## src/rtl/mmio_uart_fifo_if.sv

```systemverilog
// CPU-side register bus of the FIFO UART: select, strobes, address, data and interrupt.
interface mmio_uart_fifo_if;
    logic       cs;
    logic       rd;
    logic       wr;
    logic [2:0] addr;
    logic [7:0] data_in;
    logic [7:0] data_out;
    logic       irq;

    modport master (output cs, rd, wr, addr, data_in, input data_out, irq);
    modport slave  (input cs, rd, wr, addr, data_in, output data_out, irq);
endinterface

```

## src/rtl/mmio_uart_fifo.sv

```systemverilog
// Memory-mapped UART with RX/TX FIFOs, runtime baud divisor, sticky error flags and a level IRQ.
// Both serial FSMs share one state encoding:
//   state | meaning
//   IDLE  | line idle; RX waits for a low level, TX waits for FIFO data
//   START | start bit in progress
//   DATA  | data bits, LSB first
//   STOP  | stop bit
module mmio_uart_fifo #(
    parameter int CLK_FREQ  = 50000000,
    parameter int BAUD      = 115200,
    parameter int DATA_BITS = 8,
    parameter int FIFO_AW   = 4
) (
    input  logic            clk,
    input  logic            rst,
    mmio_uart_fifo_if.slave bus,
    input  logic            rx,
    output logic            tx
);
    localparam logic [15:0]      DIV_RST  = 16'(CLK_FREQ / (16 * BAUD));
    localparam logic [2:0]       LAST_BIT = 3'(DATA_BITS - 1);
    localparam logic [FIFO_AW:0] PTR_ONE  = 1;

    typedef enum logic [1:0] {IDLE, START, DATA, STOP} state_t;
    typedef logic [DATA_BITS-1:0] data_t;

    logic             rd_q, wr_q, rd_edge, wr_edge;
    logic [7:0]       data_out_q, rd_val;
    logic             irq_q, rx_ien, tx_ien;
    logic             frame_err, rx_ovr, tx_drop;
    logic [15:0]      div, div_new, tick_cnt;
    logic             baud_wr, tick;
    data_t            rx_mem [2**FIFO_AW];
    data_t            tx_mem [2**FIFO_AW];
    logic [FIFO_AW:0] rx_wp, rx_rp, tx_wp, tx_rp;
    logic             rx_empty, rx_full, tx_empty, tx_full;
    logic             rx_push_req, rx_push, rx_pop, tx_push_req, tx_push, tx_pop;
    logic             rx_ovr_set, tx_drop_set, frame_err_set;
    logic             rx_s1, rx_s2;
    state_t           rx_state, rx_state_n, tx_state, tx_state_n;
    logic [3:0]       rx_tcnt, rx_tcnt_n, tx_tcnt, tx_tcnt_n;
    logic [2:0]       rx_bcnt, rx_bcnt_n, tx_bcnt, tx_bcnt_n;
    data_t            rx_shift, rx_shift_n, tx_shift, tx_shift_n;
    logic             tx_line_n;

    function automatic logic [15:0] reload(input logic [15:0] d);
        return (d == 16'd0) ? 16'd0 : d - 16'd1;
    endfunction

    assign rd_edge      = bus.cs & bus.rd & ~rd_q;
    assign wr_edge      = bus.cs & bus.wr & ~wr_q;
    assign bus.data_out = data_out_q;
    assign bus.irq      = irq_q;

    assign rx_empty = (rx_wp == rx_rp);
    assign rx_full  = (rx_wp[FIFO_AW] != rx_rp[FIFO_AW]) && (rx_wp[FIFO_AW-1:0] == rx_rp[FIFO_AW-1:0]);
    assign tx_empty = (tx_wp == tx_rp);
    assign tx_full  = (tx_wp[FIFO_AW] != tx_rp[FIFO_AW]) && (tx_wp[FIFO_AW-1:0] == tx_rp[FIFO_AW-1:0]);

    // A push into a full FIFO still lands when the same clock frees a slot.
    assign rx_pop      = rd_edge & (bus.addr == 3'd0) & ~rx_empty;
    assign rx_push     = rx_push_req & (~rx_full | rx_pop);
    assign rx_ovr_set  = rx_push_req & rx_full & ~rx_pop;
    assign tx_push_req = wr_edge & (bus.addr == 3'd0);
    assign tx_push     = tx_push_req & (~tx_full | tx_pop);
    assign tx_drop_set = tx_push_req & tx_full & ~tx_pop;

    assign baud_wr = wr_edge & ((bus.addr == 3'd3) | (bus.addr == 3'd4));
    assign tick    = (tick_cnt == 16'd0);

    always_comb begin
        div_new = div;
        if (bus.addr == 3'd3) div_new[7:0]  = bus.data_in;
        else                  div_new[15:8] = bus.data_in;
    end

    always_comb begin
        rd_val = 8'h00;
        case (bus.addr)
            3'd0: rd_val = rx_empty ? 8'h00 : 8'(rx_mem[rx_rp[FIFO_AW-1:0]]);
            3'd1: rd_val = {1'b0, frame_err, rx_ovr, tx_drop, tx_full, tx_empty, rx_full, rx_empty};
            3'd2: rd_val = {6'd0, tx_ien, rx_ien};
            3'd3: rd_val = div[7:0];
            3'd4: rd_val = div[15:8];
            default: rd_val = 8'h00;
        endcase
    end

    always_ff @(posedge clk or posedge rst) begin
        if (rst) begin
            rd_q <= 1'b0;  wr_q <= 1'b0;
            data_out_q <= 8'h00;
            irq_q <= 1'b0;
            rx_ien <= 1'b0;  tx_ien <= 1'b0;
            frame_err <= 1'b0;  rx_ovr <= 1'b0;  tx_drop <= 1'b0;
            div <= DIV_RST;
            tick_cnt <= reload(DIV_RST);
            rx_wp <= '0;  rx_rp <= '0;  tx_wp <= '0;  tx_rp <= '0;
            rx_s1 <= 1'b1;  rx_s2 <= 1'b1;
            tx <= 1'b1;
        end else begin
            rd_q <= bus.cs & bus.rd;
            wr_q <= bus.cs & bus.wr;
            rx_s1 <= rx;
            rx_s2 <= rx_s1;
            tx <= tx_line_n;
            if (rd_edge) data_out_q <= rd_val;
            if (baud_wr) begin
                div <= div_new;
                tick_cnt <= reload(div_new);
            end else if (tick) begin
                tick_cnt <= reload(div);
            end else begin
                tick_cnt <= tick_cnt - 16'd1;
            end
            if (wr_edge && bus.addr == 3'd2) begin
                rx_ien <= bus.data_in[0];
                tx_ien <= bus.data_in[1];
                if (bus.data_in[4]) begin
                    frame_err <= 1'b0;  rx_ovr <= 1'b0;  tx_drop <= 1'b0;
                end
            end
            // New error events win over a clear in the same clock.
            if (frame_err_set) frame_err <= 1'b1;
            if (rx_ovr_set)    rx_ovr    <= 1'b1;
            if (tx_drop_set)   tx_drop   <= 1'b1;
            if (rx_push) rx_wp <= rx_wp + PTR_ONE;
            if (rx_pop)  rx_rp <= rx_rp + PTR_ONE;
            if (tx_push) tx_wp <= tx_wp + PTR_ONE;
            if (tx_pop)  tx_rp <= tx_rp + PTR_ONE;
            irq_q <= (rx_ien & ~rx_empty) | (tx_ien & tx_empty);
        end
    end

    always_ff @(posedge clk) begin
        if (rx_push) rx_mem[rx_wp[FIFO_AW-1:0]] <= rx_shift;
        if (tx_push) tx_mem[tx_wp[FIFO_AW-1:0]] <= bus.data_in[DATA_BITS-1:0];
    end

    always_ff @(posedge clk or posedge rst) begin
        if (rst) begin
            rx_state <= IDLE;  rx_tcnt <= '0;  rx_bcnt <= '0;  rx_shift <= '0;
            tx_state <= IDLE;  tx_tcnt <= '0;  tx_bcnt <= '0;  tx_shift <= '0;
        end else begin
            rx_state <= rx_state_n;  rx_tcnt <= rx_tcnt_n;  rx_bcnt <= rx_bcnt_n;  rx_shift <= rx_shift_n;
            tx_state <= tx_state_n;  tx_tcnt <= tx_tcnt_n;  tx_bcnt <= tx_bcnt_n;  tx_shift <= tx_shift_n;
        end
    end

    // RX: mid-bit sampling, 8 ticks into the start bit and every 16 ticks after.
    always_comb begin
        rx_state_n = rx_state;  rx_tcnt_n = rx_tcnt;  rx_bcnt_n = rx_bcnt;  rx_shift_n = rx_shift;
        rx_push_req = 1'b0;
        frame_err_set = 1'b0;
        case (rx_state)
            IDLE: if (!rx_s2) begin
                rx_state_n = START;
                rx_tcnt_n  = 4'd0;
            end
            START: if (tick) begin
                rx_tcnt_n = rx_tcnt + 4'd1;
                if (rx_tcnt == 4'd7) begin
                    rx_tcnt_n  = 4'd0;
                    rx_bcnt_n  = 3'd0;
                    rx_state_n = rx_s2 ? IDLE : DATA;
                end
            end
            DATA: if (tick) begin
                rx_tcnt_n = rx_tcnt + 4'd1;
                if (rx_tcnt == 4'd15) begin
                    rx_shift_n = {rx_s2, rx_shift[DATA_BITS-1:1]};
                    rx_bcnt_n  = rx_bcnt + 3'd1;
                    if (rx_bcnt == LAST_BIT) rx_state_n = STOP;
                end
            end
            STOP: if (tick) begin
                rx_tcnt_n = rx_tcnt + 4'd1;
                if (rx_tcnt == 4'd15) begin
                    rx_state_n    = IDLE;
                    rx_push_req   = rx_s2;
                    frame_err_set = ~rx_s2;
                end
            end
            default: rx_state_n = IDLE;
        endcase
    end

    always_comb begin
        tx_state_n = tx_state;  tx_tcnt_n = tx_tcnt;  tx_bcnt_n = tx_bcnt;  tx_shift_n = tx_shift;
        tx_pop = 1'b0;
        case (tx_state)
            IDLE: if (!tx_empty) begin
                tx_pop     = 1'b1;
                tx_shift_n = tx_mem[tx_rp[FIFO_AW-1:0]];
                tx_tcnt_n  = 4'd0;
                tx_state_n = START;
            end
            START: if (tick) begin
                tx_tcnt_n = tx_tcnt + 4'd1;
                if (tx_tcnt == 4'd15) begin
                    tx_bcnt_n  = 3'd0;
                    tx_state_n = DATA;
                end
            end
            DATA: if (tick) begin
                tx_tcnt_n = tx_tcnt + 4'd1;
                if (tx_tcnt == 4'd15) begin
                    tx_shift_n = tx_shift >> 1;
                    tx_bcnt_n  = tx_bcnt + 3'd1;
                    if (tx_bcnt == LAST_BIT) tx_state_n = STOP;
                end
            end
            STOP: if (tick) begin
                tx_tcnt_n = tx_tcnt + 4'd1;
                if (tx_tcnt == 4'd15) begin
                    if (!tx_empty) begin
                        tx_pop     = 1'b1;
                        tx_shift_n = tx_mem[tx_rp[FIFO_AW-1:0]];
                        tx_state_n = START;
                    end else begin
                        tx_state_n = IDLE;
                    end
                end
            end
            default: tx_state_n = IDLE;
        endcase
    end

    always_comb begin
        case (tx_state_n)
            START:   tx_line_n = 1'b0;
            DATA:    tx_line_n = tx_shift_n[0];
            default: tx_line_n = 1'b1;
        endcase
    end
endmodule

```

## src/flat_wrapper.sv

```systemverilog
// flat-port wrapper written by rule: the top's interface ports become plain ports
module mmio_uart_fifo_flat 
#(
    parameter int CLK_FREQ  = 50000000,
    parameter int BAUD      = 115200,
    parameter int DATA_BITS = 8,
    parameter int FIFO_AW   = 4
)
  (clk, rst, rx, tx, bus_cs, bus_rd, bus_wr, bus_addr, bus_data_in, bus_data_out, bus_irq);
  mmio_uart_fifo_if bus_i ();
  input  logic clk;
  input  logic rst;
  input  logic rx;
  output logic tx;
  input wire logic [$bits(bus_i.cs)-1:0] bus_cs;
  input wire logic [$bits(bus_i.rd)-1:0] bus_rd;
  input wire logic [$bits(bus_i.wr)-1:0] bus_wr;
  input wire logic [$bits(bus_i.addr)-1:0] bus_addr;
  input wire logic [$bits(bus_i.data_in)-1:0] bus_data_in;
  output wire logic [$bits(bus_i.data_out)-1:0] bus_data_out;
  output wire logic [$bits(bus_i.irq)-1:0] bus_irq;
  assign bus_i.cs = bus_cs;
  assign bus_i.rd = bus_rd;
  assign bus_i.wr = bus_wr;
  assign bus_i.addr = bus_addr;
  assign bus_i.data_in = bus_data_in;
  assign bus_data_out = bus_i.data_out;
  assign bus_irq = bus_i.irq;
  mmio_uart_fifo #(.CLK_FREQ(CLK_FREQ), .BAUD(BAUD), .DATA_BITS(DATA_BITS), .FIFO_AW(FIFO_AW)) u_core (.clk(clk), .rst(rst), .bus(bus_i), .rx(rx), .tx(tx));
endmodule
```

## config.mk

```make
export PLATFORM = sky130hd
export DESIGN_NAME = mmio_uart_fifo_flat
export DESIGN_NICKNAME = d
export VERILOG_FILES = /design/src/rtl/mmio_uart_fifo_if.sv /design/src/rtl/mmio_uart_fifo.sv /design/src/flat_wrapper.sv
export SDC_FILE = /design/constraint.sdc
export NUM_CORES = 1
export LEC_CHECK = 0
export CAP_MARGIN = 30
export CORE_ASPECT_RATIO = 1.25
export CORE_MARGIN = 8
export CORE_UTILIZATION = 64
export DETAILED_ROUTE_END_ITERATION = 8
export DONT_BUFFER_PORTS = 1
export PLACE_DENSITY_LB_ADDON = 0.25
export RECOVER_POWER = 50
export SYNTH_ARGS = -nofsm -noshare
export SYNTH_HDL_FRONTEND = slang
export SYNTH_SLANG_ARGS = --single-unit
```

## constraint.sdc

```tcl
create_clock -name clk -period 4.3 [get_ports clk]
set_input_delay 0.43 -clock clk [delete_from_list [all_inputs] [get_ports clk]]
set_output_delay 0.43 -clock clk [all_outputs]
set_load 0.01 [all_outputs]
```

==> results of run 1 <==
flip-flops by register name, summed over array words and instances, names as in the netlist, 2 cells and up, named ones only:
signal               count
u_core.rx_mem          128
u_core.tx_mem          128
u_core.div              16
u_core.tick_cnt         16
u_core.bus.data_out      8
u_core.rx_shift          8
u_core.tx_shift          8
u_core.rx_rp             5
u_core.rx_wp             5
u_core.tx_rp             5
u_core.tx_wp             5
u_core.rx_tcnt           4
u_core.tx_tcnt           4
u_core.rx_bcnt           3
u_core.tx_bcnt           3
u_core.tx_state          2
routing by layer:
layer / track usage [%] / wire length [µm] / part of all wire [%]
met3: 3.93 / 2130 / 5.8
met1: 30.6 / 14000 / 38
met5: 0 / 0 / 0
met2: 41.7 / 19000 / 52
met4: 10.0 / 1390 / 3.8
synth_stat cells (10+ instances only):
cell / instances
edfxtp_1: 256
mux2i_1: 25
o21ai_0: 26
dfrtp_1: 95
dfstp_2: 10
clkbuf_1: 38
ha_1: 26
a21oi_1: 23
a22oi_1: 12
nand2_1: 61
and3_1: 17
xor2_1: 25
nor3b_1: 13
buf_2: 10
mux4_2: 77
inv_1: 19
nor2_1: 63
mux2_2: 27
nand3_1: 22
nor3_1: 27
o22ai_1: 10
nand4_1: 14
xnor2_1: 42
nor4_1: 12
where the power goes:
| group | switching (mW) | total (mW) | leakage [nW] | internal (mW) |
|---|---|---|---|---|
| Sequential | 0.240 | 4.13 | 3.97 | 3.89 |
| Combinational | 0.443 | 0.793 | 2.07 | 0.350 |
| Clock | 1.33 | 3.26 | 0.585 | 1.93 |
| Total | 2.02 | 8.18 | 6.63 | 6.16 |
worst min-delay path by stage:
| stage | cells past startpoint | start | endpoint |
|---|---|---|---|
| after floorplan | 0 | u_core.rx_s1 | u_core.rx_s2 |
| after global placement | 0 | u_core.rx_s1 | u_core.rx_s2 |
| after detailed placement | 0 | u_core.rx_s1 | u_core.rx_s2 |
| after CTS | 1 | bus_cs | u_core.rd_q |
| after global routing | 1 | bus_cs | u_core.rd_q |
| final | 1 | bus_cs | u_core.rd_q |
worst max-delay path: cells and delay by family (launching register included):
kind / cells / cell delay, ns
compound gates: 1 / 0.16
fa+ha+maj: 1 / 0.15
buf+inv: 4 / 0.87
flops: 1 / 0.39
simple gates: 5 / 1.59
cell type report:
type | instances | area (µm²) | share of cell area [%]
multi-input cells | 624 | 5490 | 30.9
well taps | 335 | 419 | 2.35
repair buffers | 30 | 258 | 1.45
clock buffers | 43 | 970 | 5.45
inverters | 19 | 72.6 | 0.408
flip-flops and latches | 361 | 10300 | 58.0
clock inverters | 22 | 260 | 1.46
through the flow:
step	util [%]	cells
6_report	71.3	1434
5_1_grt	71.3	1434
4_1_cts	71.3	1434
3_5_place_dp	65.9	1357
3_3_place_gp	65.9	1356
2_1_floorplan	-	1060
kinds of logic (layout without fill, tap and decap cells):
family	count (synthesis)	in the layout	synth area share, %
mux	130	130	14.3
fa+ha+maj	26	26	2.02
xor+xnor	67	67	3.64
buf+inv	75	114	1.83
simple gates	280	280	9.12
flops	361	361	64.1
compound gates	121	121	4.99
==> impl_metrics.env, run 1 <==
export IMPL_cellLeakagePower_nw=6.63
export IMPL_synthCells=1060
export IMPL_setup_viol=0
export IMPL_grt_pass1_vias=9505
export IMPL_drive_gt1_share_pct=17.6
export IMPL_critPathCaptureType="register"
export IMPL_ff2ff_path_depth=11
export IMPL_synth_top_area_share_pct=47.7
export IMPL_hold_buffers=12
export IMPL_filler_cell_count=1568
export IMPL_synth_edf_count=256
export IMPL_clock_fmax_mhz=290
export IMPL_timing_final_ws_setup_ns=0.851
export IMPL_cp_common_cell="buf_4"
export IMPL_synth_async_reset_ratio_pct=29.1
export IMPL_port_buffers=0
export IMPL_placed_area_um2=16500
export IMPL_synth_area_leaders="edfxtp_1, dfrtp_1, mux4_2"
export IMPL_die_y_um=193
export IMPL_cp_endpoint="u_core.tx_mem[3][1]"
export IMPL_antennaDiodeCount=0
export IMPL_overflow=0
export IMPL_dieArea_um2=30500
export IMPL_crit_arrival_ns=3.69
export IMPL_outcome="finished with violations"
export IMPL_place_congestion=0.897
export IMPL_grt_max_degree=41
export IMPL_grt_pass1_wl_um=56600
export IMPL_vias=9356
export IMPL_tightestPinTransition_ns=1.81
export IMPL_finalPower_mw=8.18
export IMPL_syn_nets=1103
export IMPL_wl_um=36500
export IMPL_maxCapViolations=3
export IMPL_cts_clk_slew_worst_paths_ns=0.06
export IMPL_insertion_delay_ns=0.54
export IMPL_initial_core_util_pct=64.5
export IMPL_postRouteAntennaNets=0
export IMPL_dp_slack_ns=0.934
export IMPL_totalNegativeSetupSlack_ns=0
export IMPL_rows=65
export IMPL_path_class="register to register"
export IMPL_power_density_nw_per_um2=459
export IMPL_cp_start_kind="register"
export IMPL_r2r_slack_ns=0.85
export IMPL_ys_types=63
export IMPL_fp_dieW_um=158
export IMPL_postCtsSetupBuffers=0
export IMPL_r2r_start="u_core.tick_cnt[0]"
export IMPL_synth_avg_cell_area_um2=15.2
export IMPL_final_hold_viol_count=0
export IMPL_ir_drop_uv=376
export IMPL_core_region_area_um2=25000
export IMPL_wl_per_cell_um=25.4
export IMPL_layout_commonest_cell="edfxtp_1"
export IMPL_skew_ns=0.0243
export IMPL_ios=27
export IMPL_worstSetupStartpoint="u_core.tick_cnt[0]"
export IMPL_crit_fanout=20
export IMPL_rsz0062_at_grt="false"
export IMPL_hp_class="input pin to register"
export IMPL_clockRootBuffer="clkbuf_16"
export IMPL_antenna_found_initial=0
export IMPL_yosysSeqAreaShare_pct=64.1
export IMPL_worstReg2RegEnd="u_core.tx_mem[3][1]"
export IMPL_cp_slowest_cell="nor4b_1"
export IMPL_syn_area_um2=16100
export IMPL_synthToLayoutAreaGrowth_pct=10.5
export IMPL_violations="max-capacitance violations, max-slew violations"
export IMPL_cts_max_path_buffers=3
export IMPL_relSlewSlack_pct=-21.3
export IMPL_synth_main_ff_cell="edfxtp_1"
export IMPL_final_max_slew_violation_count=110
export IMPL_drc_errors=0
export IMPL_crit_chain="inv_1 > ha_1 > nor4b_1 > buf_4 > and4_1 > nand3_1 > a21oi_1 > buf_4 > nand2_1 > nor3_1 > buf_4"
export IMPL_critPathMaxStageDelay_ns=0.87
export IMPL_numCtsBuffers=36
export IMPL_finalCriticalPeriod_ns=3.45
export IMPL_hold_ws_ns=0.0408
export IMPL_clock_sinks=361
export IMPL_grt_total_usage_pct=24.5
export IMPL_cts_tree="done"
export IMPL_cts_resized=0
export IMPL_h_tree_depth=2
export IMPL_avgViaCountPerCell=6.52
export IMPL_fin_nets=1115
export IMPL_drt_iter0_markers=758
export IMPL_dr_pass1_iters=5
export IMPL_fin_crit_sh_pct=80.2
export IMPL_required_ns=4.54
export IMPL_layout_common_cells="edfxtp_1, dfrtp_1, mux4_2"
export IMPL_ys_ff_latch=361
export IMPL_postLayoutCellArea_um2=17800
export IMPL_dp_final_hpwl_um=23200
export IMPL_yosysWarnings=0
export IMPL_synth_largest_area_cell="edfxtp_1"
No activity file was read; power rests on OpenSTA's default activity.
==> run 2, diff against run 1 <==
--- a/config.mk
+++ b/config.mk
@@ -8,7 +8,7 @@
 export CAP_MARGIN = 30
 export CORE_ASPECT_RATIO = 1.25
 export CORE_MARGIN = 8
-export CORE_UTILIZATION = 64
+export CORE_UTILIZATION = 57
 export DETAILED_ROUTE_END_ITERATION = 8
 export DONT_BUFFER_PORTS = 1
 export PLACE_DENSITY_LB_ADDON = 0.25
==> constraint.sdc (replaced) <==
create_clock -name clk -period 3.1 [get_ports clk]
set_input_delay 0.31 -clock clk [delete_from_list [all_inputs] [get_ports clk]]
set_output_delay 0.31 -clock clk [all_outputs]
set_load 0.01 [all_outputs]
==> run 2 against run 1 <==
Net effect:
- the flow still finishes with violations (max-capacitance violations, max-slew violations)
- combinational power increased by 40%
- first-iteration DRC count increased by 6.9%
- setup slack got worse by 0.64 ns
- critical path depth decreased by 3
- worst hold slack got worse by 0.014 ns
- sequential power increased by 39%
==> impl_metrics.env, run 2 (synthesis results as in run 1) <==
export IMPL_fin_crit_sh_pct=93.1
export IMPL_critPathTopFamily="simple AND/OR/NAND/NOR gates"
export IMPL_initial_core_util_pct=57.2
export IMPL_final_max_slew_violation_count=56
export IMPL_grt_total_usage_pct=21.8
export IMPL_layout_common_cells="edfxtp_1, dfrtp_1, mux4_2"
export IMPL_clockRootBuffer="clkbuf_16"
export IMPL_crit_fanout=8
export IMPL_rows=69
export IMPL_cellLeakagePower_nw=6.93
export IMPL_drc_errors=0
export IMPL_drt_iter0_markers=810
export IMPL_final_cells=1519
export IMPL_clock_sinks=361
export IMPL_maxCapViolations=1
export IMPL_core_region_area_um2=28100
export IMPL_totalNegativeSetupSlack_ns=0
export IMPL_dp_cells=1437
export IMPL_grt_pass1_wl_um=57000
export IMPL_utilization_pct=64.9
export IMPL_h_tree_depth=2
export IMPL_wl_um=36500
export IMPL_relSlewSlack_pct=-55.9
export IMPL_cts_max_path_buffers=3
export IMPL_dp_slack_ns=0.131
export IMPL_clock_fmax_mhz=346
export IMPL_ios=27
export IMPL_regArea_um2=10300
export IMPL_avgViaCountPerCell=6.25
export IMPL_fin_nets=1179
export IMPL_critPathCaptureType="register"
export IMPL_wl_per_cell_um=24.0
export IMPL_layout_commonest_cell="edfxtp_1"
export IMPL_crit_arrival_ns=3.28
export IMPL_setup_viol=0
export IMPL_cts_tree="done"
export IMPL_place_congestion=0.882
export IMPL_drive_gt1_share_pct=22.2
export IMPL_finalCriticalPeriod_ns=2.89
export IMPL_cp_slowest_cell="or4b_1"
export IMPL_filler_cell_count=1989
export IMPL_synthToLayoutAreaGrowth_pct=13.4
export IMPL_grt_max_degree=57
export IMPL_cts_clk_slew_worst_paths_ns=0.07
export IMPL_insertion_delay_ns=0.56
export IMPL_vias=9495
export IMPL_skew_ns=0.0314
export IMPL_antenna_found_initial=0
export IMPL_postRouteAntennaNets=0
export IMPL_final_hold_viol_count=0
export IMPL_r2r_slack_ns=0.21
export IMPL_overflow=0
export IMPL_dieArea_um2=33900
export IMPL_power_density_nw_per_um2=604
export IMPL_port_buffers=0
export IMPL_finalPower_mw=11.0
export IMPL_numCtsBuffers=36
export IMPL_postCtsSetupBuffers=0
export IMPL_timing_final_ws_setup_ns=0.213
export IMPL_grt_pass1_vias=9866
export IMPL_outcome="finished with violations"
export IMPL_critPathBufInv=0
export IMPL_antennaDiodeCount=0
export IMPL_dp_final_hpwl_um=23800
export IMPL_dr_pass1_iters=5
export IMPL_tightestPinTransition_ns=2.34
export IMPL_rsz0062_at_grt="false"
export IMPL_path_class="register to register"
export IMPL_required_ns=3.49
export IMPL_ir_drop_uv=536
export IMPL_die_y_um=204
export IMPL_crit_chain="mux2i_2 > ha_2 > nor3b_1 > mux2i_1 > or4_1 > or4b_1 > nand2_4 > o22ai_1"
export IMPL_hp_class="input pin to register"
export IMPL_multi_input_area_um2=5510
export IMPL_cp_start_kind="register"
export IMPL_critPathMaxStageDelay_ns=0.65
export IMPL_violations="max-capacitance violations, max-slew violations"
export IMPL_fp_dieW_um=166
[run 2: cell types whose count changed in the layout (fill, tap and decap cells not counted), sizes merged]
| cell | change |
|---|---|
| clkinvlp | -2 |
| bufinv | -4 |
| dlygate4sd3 | +4 |
| clkinv | +4 |
| buf | +62 |
| clkbuf | +1 |
[run 2: what timing repair did]
action / CTS / global route
hold endpoints to repair: 191 / 0
hold buffers: 16 / 0
gates resized for setup: 0 / 1
setup endpoints to repair: 0 / 1
[run 2: area by class of cell]
type,instances,share of cell area [%]
multi-input combinational,624,30.2
inverter,19,0.390
tap,355,2.43
clock buffer,46,5.19
sequential,361,56.5
timing repair buffer,94,4.22
clock inverter,20,1.09
[run 2: stage by stage]
step,cell area (µm²),hold slack (ns)
CTS,18300,0.00301
floorplan,16100,0.314
finish,18300,0.0267
detailed placement,17000,0.315
global placement,17000,0.315
global route,18300,0.0132
[run 2: path summary, 6_finish.rpt]
path                           startpoint                  end  cells after the start
hold reg to reg              u_core.rx_s1         u_core.rx_s2                      0
hold / removal             bus_data_in[4]       u_core.tx_drop                      3
max in group asynchronous             rst      u_core.rx_rp[0]                      2
min in group asynchronous             rst   u_core.rx_shift[5]                      2
setup reg to reg            u_core.div[0]  u_core.tick_cnt[11]                      8
setup / recovery            u_core.div[0]  u_core.tick_cnt[11]                      8
[run 2: routing by layer]
layer	wire, µm	track usage (%)
met5	0	0
met4	1320	9.06
met3	1890	4.02
met2	19200	39.5
met1	14100	25.3
[run 2: where the power goes]
group | total (mW) | leakage (nW) | internal, mW | switching (mW)
Sequential | 5.73 | 3.97 | 5.39 | 0.334
Combinational | 1.11 | 2.41 | 0.514 | 0.600
Clock | 4.20 | 0.551 | 2.30 | 1.89
[run 2: worst min-delay path, stage by stage]
cell and delay [ns]:
nand2_1 0.09, nand2_1 0.10, nand2_1 0.04
==> run 3, diff against run 2 <==
--- a/config.mk
+++ b/config.mk
@@ -5,10 +5,11 @@
 export SDC_FILE = /design/constraint.sdc
 export NUM_CORES = 1
 export LEC_CHECK = 0
+export ABC_AREA = 1
 export CAP_MARGIN = 30
 export CORE_ASPECT_RATIO = 1.25
 export CORE_MARGIN = 8
-export CORE_UTILIZATION = 57
+export CORE_UTILIZATION = 53
 export DETAILED_ROUTE_END_ITERATION = 8
 export DONT_BUFFER_PORTS = 1
 export PLACE_DENSITY_LB_ADDON = 0.25
==> run 3 against run 2 <==
Net effect:
- the run still ends with max-capacitance violations, max-slew violations left
- maximum frequency up 10%
- non-clock buffer count down 27
- count of clock-buffer cells in the layout down 7
- final cell count up 42%
- synthesized cell count up 58%
- area after synthesis up 4.3%
- clock skew down 0.013 ns
- highest routed layer unchanged
==> impl_metrics.env, run 3 <==
export IMPL_critPathMaxStageDelay_ns=0.43
export IMPL_clockRootBuffer="clkbuf_16"
export IMPL_dr_pass1_iters=5
export IMPL_placed_area_um2=17500
export IMPL_h_tree_depth=2
export IMPL_cts_max_path_buffers=3
export IMPL_ir_drop_uv=526
export IMPL_maxCapViolations=1
export IMPL_synth_edf_count=256
export IMPL_fp_dieW_um=175
export IMPL_synth_main_ff_cell="edfxtp_1"
export IMPL_r2r_slack_ns=0.48
export IMPL_synthCells=1674
export IMPL_critPathBufInv=2
export IMPL_synthToLayoutAreaGrowth_pct=11.6
export IMPL_cts_tree="done"
export IMPL_postRouteAntennaNets=0
export IMPL_syn_nets=1717
export IMPL_layout_commonest_cell="nand2_1"
export IMPL_crit_fanout=17
export IMPL_crit_chain="inv_1 > ha_1 > nand2_1 > nor2_2 > nand4_1 > nand2_1 > nand3b_4 > nand2_2 > nand2_4 > nor3_1 > buf_4"
export IMPL_core_region_area_um2=31500
export IMPL_wl_um=43500
export IMPL_critPathCaptureType="register"
export IMPL_final_max_slew_violation_count=54
export IMPL_die_y_um=215
export IMPL_grt_total_usage_pct=23.1
export IMPL_relSlewSlack_pct=-51.1
export IMPL_synth_most_common_cell="nand2_1"
export IMPL_place_congestion=0.967
export IMPL_postCtsSetupBuffers=0
export IMPL_power_density_nw_per_um2=696
export IMPL_ys_ff_latch=361
export IMPL_rsz0062_at_grt="false"
export IMPL_internal_power_mw=8.86
export IMPL_rows=73
export IMPL_vias=12300
export IMPL_final_hold_viol_count=0
export IMPL_clock_fmax_mhz=381
export IMPL_tightestPinTransition_ns=2.27
export IMPL_hp_class="input pin to register"
export IMPL_wl_per_cell_um=20.1
export IMPL_cellLeakagePower_nw=7.57
export IMPL_combPwrFrac_pct=22.9
export IMPL_cp_common_cell="nand2_1"
export IMPL_dp_final_hpwl_um=28900
export IMPL_layout_common_cells="nand2_1, nor2_1, edfxtp_1"
export IMPL_grt_pass1_wl_um=67900
export IMPL_grt_pass1_vias=12300
export IMPL_violations="max-capacitance violations, max-slew violations"
export IMPL_synth_top_area_share_pct=45.7
export IMPL_sw_frac_of_total_pct=32.1
export IMPL_synth_async_reset_ratio_pct=29.1
export IMPL_cp_start_kind="register"
export IMPL_numCtsBuffers=36
export IMPL_ff2ff_path_depth=11
export IMPL_initial_core_util_pct=53.3
export IMPL_port_buffers=0
export IMPL_totalNegativeSetupSlack_ns=0
export IMPL_grt_max_degree=67
export IMPL_cts_clk_slew_worst_paths_ns=0.07
export IMPL_drt_iter0_markers=965
export IMPL_ys_types=48
export IMPL_wl_met3_um=2260
export IMPL_synth_avg_cell_area_um2=10.0
export IMPL_setup_viol=0
export IMPL_critPathTopFamily="simple AND/OR/NAND/NOR gates"
export IMPL_cts_resized=0
export IMPL_cp_endpoint="u_core.tx_mem[14][5]"
export IMPL_cp_slowest_cell="nor3_1"
export IMPL_worstSetupStartpoint="u_core.tick_cnt[0]"
export IMPL_synth_common_cells="nand2_1, nor2_1, edfxtp_1"
export IMPL_met1Wirelength_um=16700
export IMPL_required_ns=3.35
export IMPL_seqPwrFrac_pct=44.1
export IMPL_hold_buffers=13
export IMPL_skew_ns=0.0184
export IMPL_dieArea_um2=37700
export IMPL_antenna_found_initial=1
export IMPL_insertion_delay_ns=0.53
export IMPL_r2r_start="u_core.tick_cnt[0]"
export IMPL_path_class="register to register"
export IMPL_drc_errors=0
export IMPL_synth_area_leaders="edfxtp_1, dfrtp_1, nand2_1"
export IMPL_route_met2_wl_um=22500
export IMPL_yosysWarnings=0
export IMPL_path_depth=11
export IMPL_postLayoutCellArea_um2=18700
export IMPL_switching_power_mw=4.19
export IMPL_outcome="finished with violations"
export IMPL_avgViaCountPerCell=5.68
export IMPL_overflow=0
export IMPL_drive_gt1_share_pct=10.1
export IMPL_ios=27
export IMPL_yosysSeqAreaShare_pct=61.4
export IMPL_power_share_clock_pct=32.9
export IMPL_worstReg2RegEnd="u_core.tx_mem[14][5]"
export IMPL_clock_sinks=361
export IMPL_fin_nets=1761
export IMPL_finalCriticalPeriod_ns=2.62
export IMPL_synth_largest_area_cell="edfxtp_1"
export IMPL_top_layer="met4"
export IMPL_fin_crit_sh_pct=84.6
export IMPL_crit_arrival_ns=2.87
export IMPL_syn_area_um2=16800
run 3: power groups by stage:
stage / Clock, mW / Combinational [mW] / Sequential (mW)
after detailed placement: 0 / 2.93 / 5.85
after floorplan: 0 / 2.16 / 5.74
final: 4.30 / 2.99 / 5.76
after global placement: 0 / 2.89 / 5.84
after CTS: 4.37 / 2.99 / 5.75
after global routing: 4.53 / 3.34 / 5.79
run 3: routing by layer:
metal | vias to the layer above | GRT usage, %
li1 | 5854 | -
met1 | 5898 | 26.5
met2 | 399 | 41.4
met3 | 128 | 3.26
met4 | 0 | 11.4
met5 | - | 0
run 3: worst min path at each step:
stage / startpoint / to / slack [ns] / cells after the start
after floorplan: rx / u_core.rx_s1 / 0.31 / 0
after global placement: rx / u_core.rx_s1 / 0.31 / 0
after detailed placement: rx / u_core.rx_s1 / 0.31 / 0
after CTS: bus_data_in[1] / u_core.div[1] / 0.02 / 2
after global routing: bus_data_in[4] / u_core.div[4] / 0.08 / 2
final: bus_data_in[1] / u_core.div[1] / 0.04 / 2
run 3: cells by family (layout without fill, tap and decap cells):
family | Yosys count | in the layout | synth area share [%]
AO/OA/AOI/OAI | 327 | 327 | 11.3
XOR/XNOR | 51 | 51 | 2.66
adder cells (fa/ha/maj) | 26 | 26 | 1.94
buffers and inverters | 189 | 260 | 4.54
flip-flops | 361 | 361 | 61.4
multiplexers | 2 | 2 | 0.127
other | 0 | 3 | 0
AND/OR/NAND/NOR | 718 | 718 | 18.0
run 3: cell type report:
class / count / area (µm²)
fillers: 2717 / 12800
flip-flops and latches: 361 / 10300
multi-input cells: 1124 / 5720
clock buffers: 39 / 933
repair buffers: 67 / 548
well taps: 412 / 515
inverters: 128 / 480
clock inverters: 26 / 218
diodes: 3 / 7.51
run 3: metrics by stage:
stage / std cells / util [%] / setup WS, ns / power [mW] / hold slack, ns
2_1_floorplan: 1674 / - / 0.0460 / 7.91 / 0.314
3_3_place_gp: 2079 / 55.4 / 0.549 / 8.73 / 0.315
3_5_place_dp: 2079 / 55.4 / 0.501 / 8.78 / 0.315
4_1_cts: 2157 / 59.5 / 0.493 / 13.1 / 0.0220
5_1_grt: 2157 / 59.5 / 0.135 / 13.7 / 0.0789
6_report: 2160 / 59.5 / 0.476 / 13.0 / 0.0399
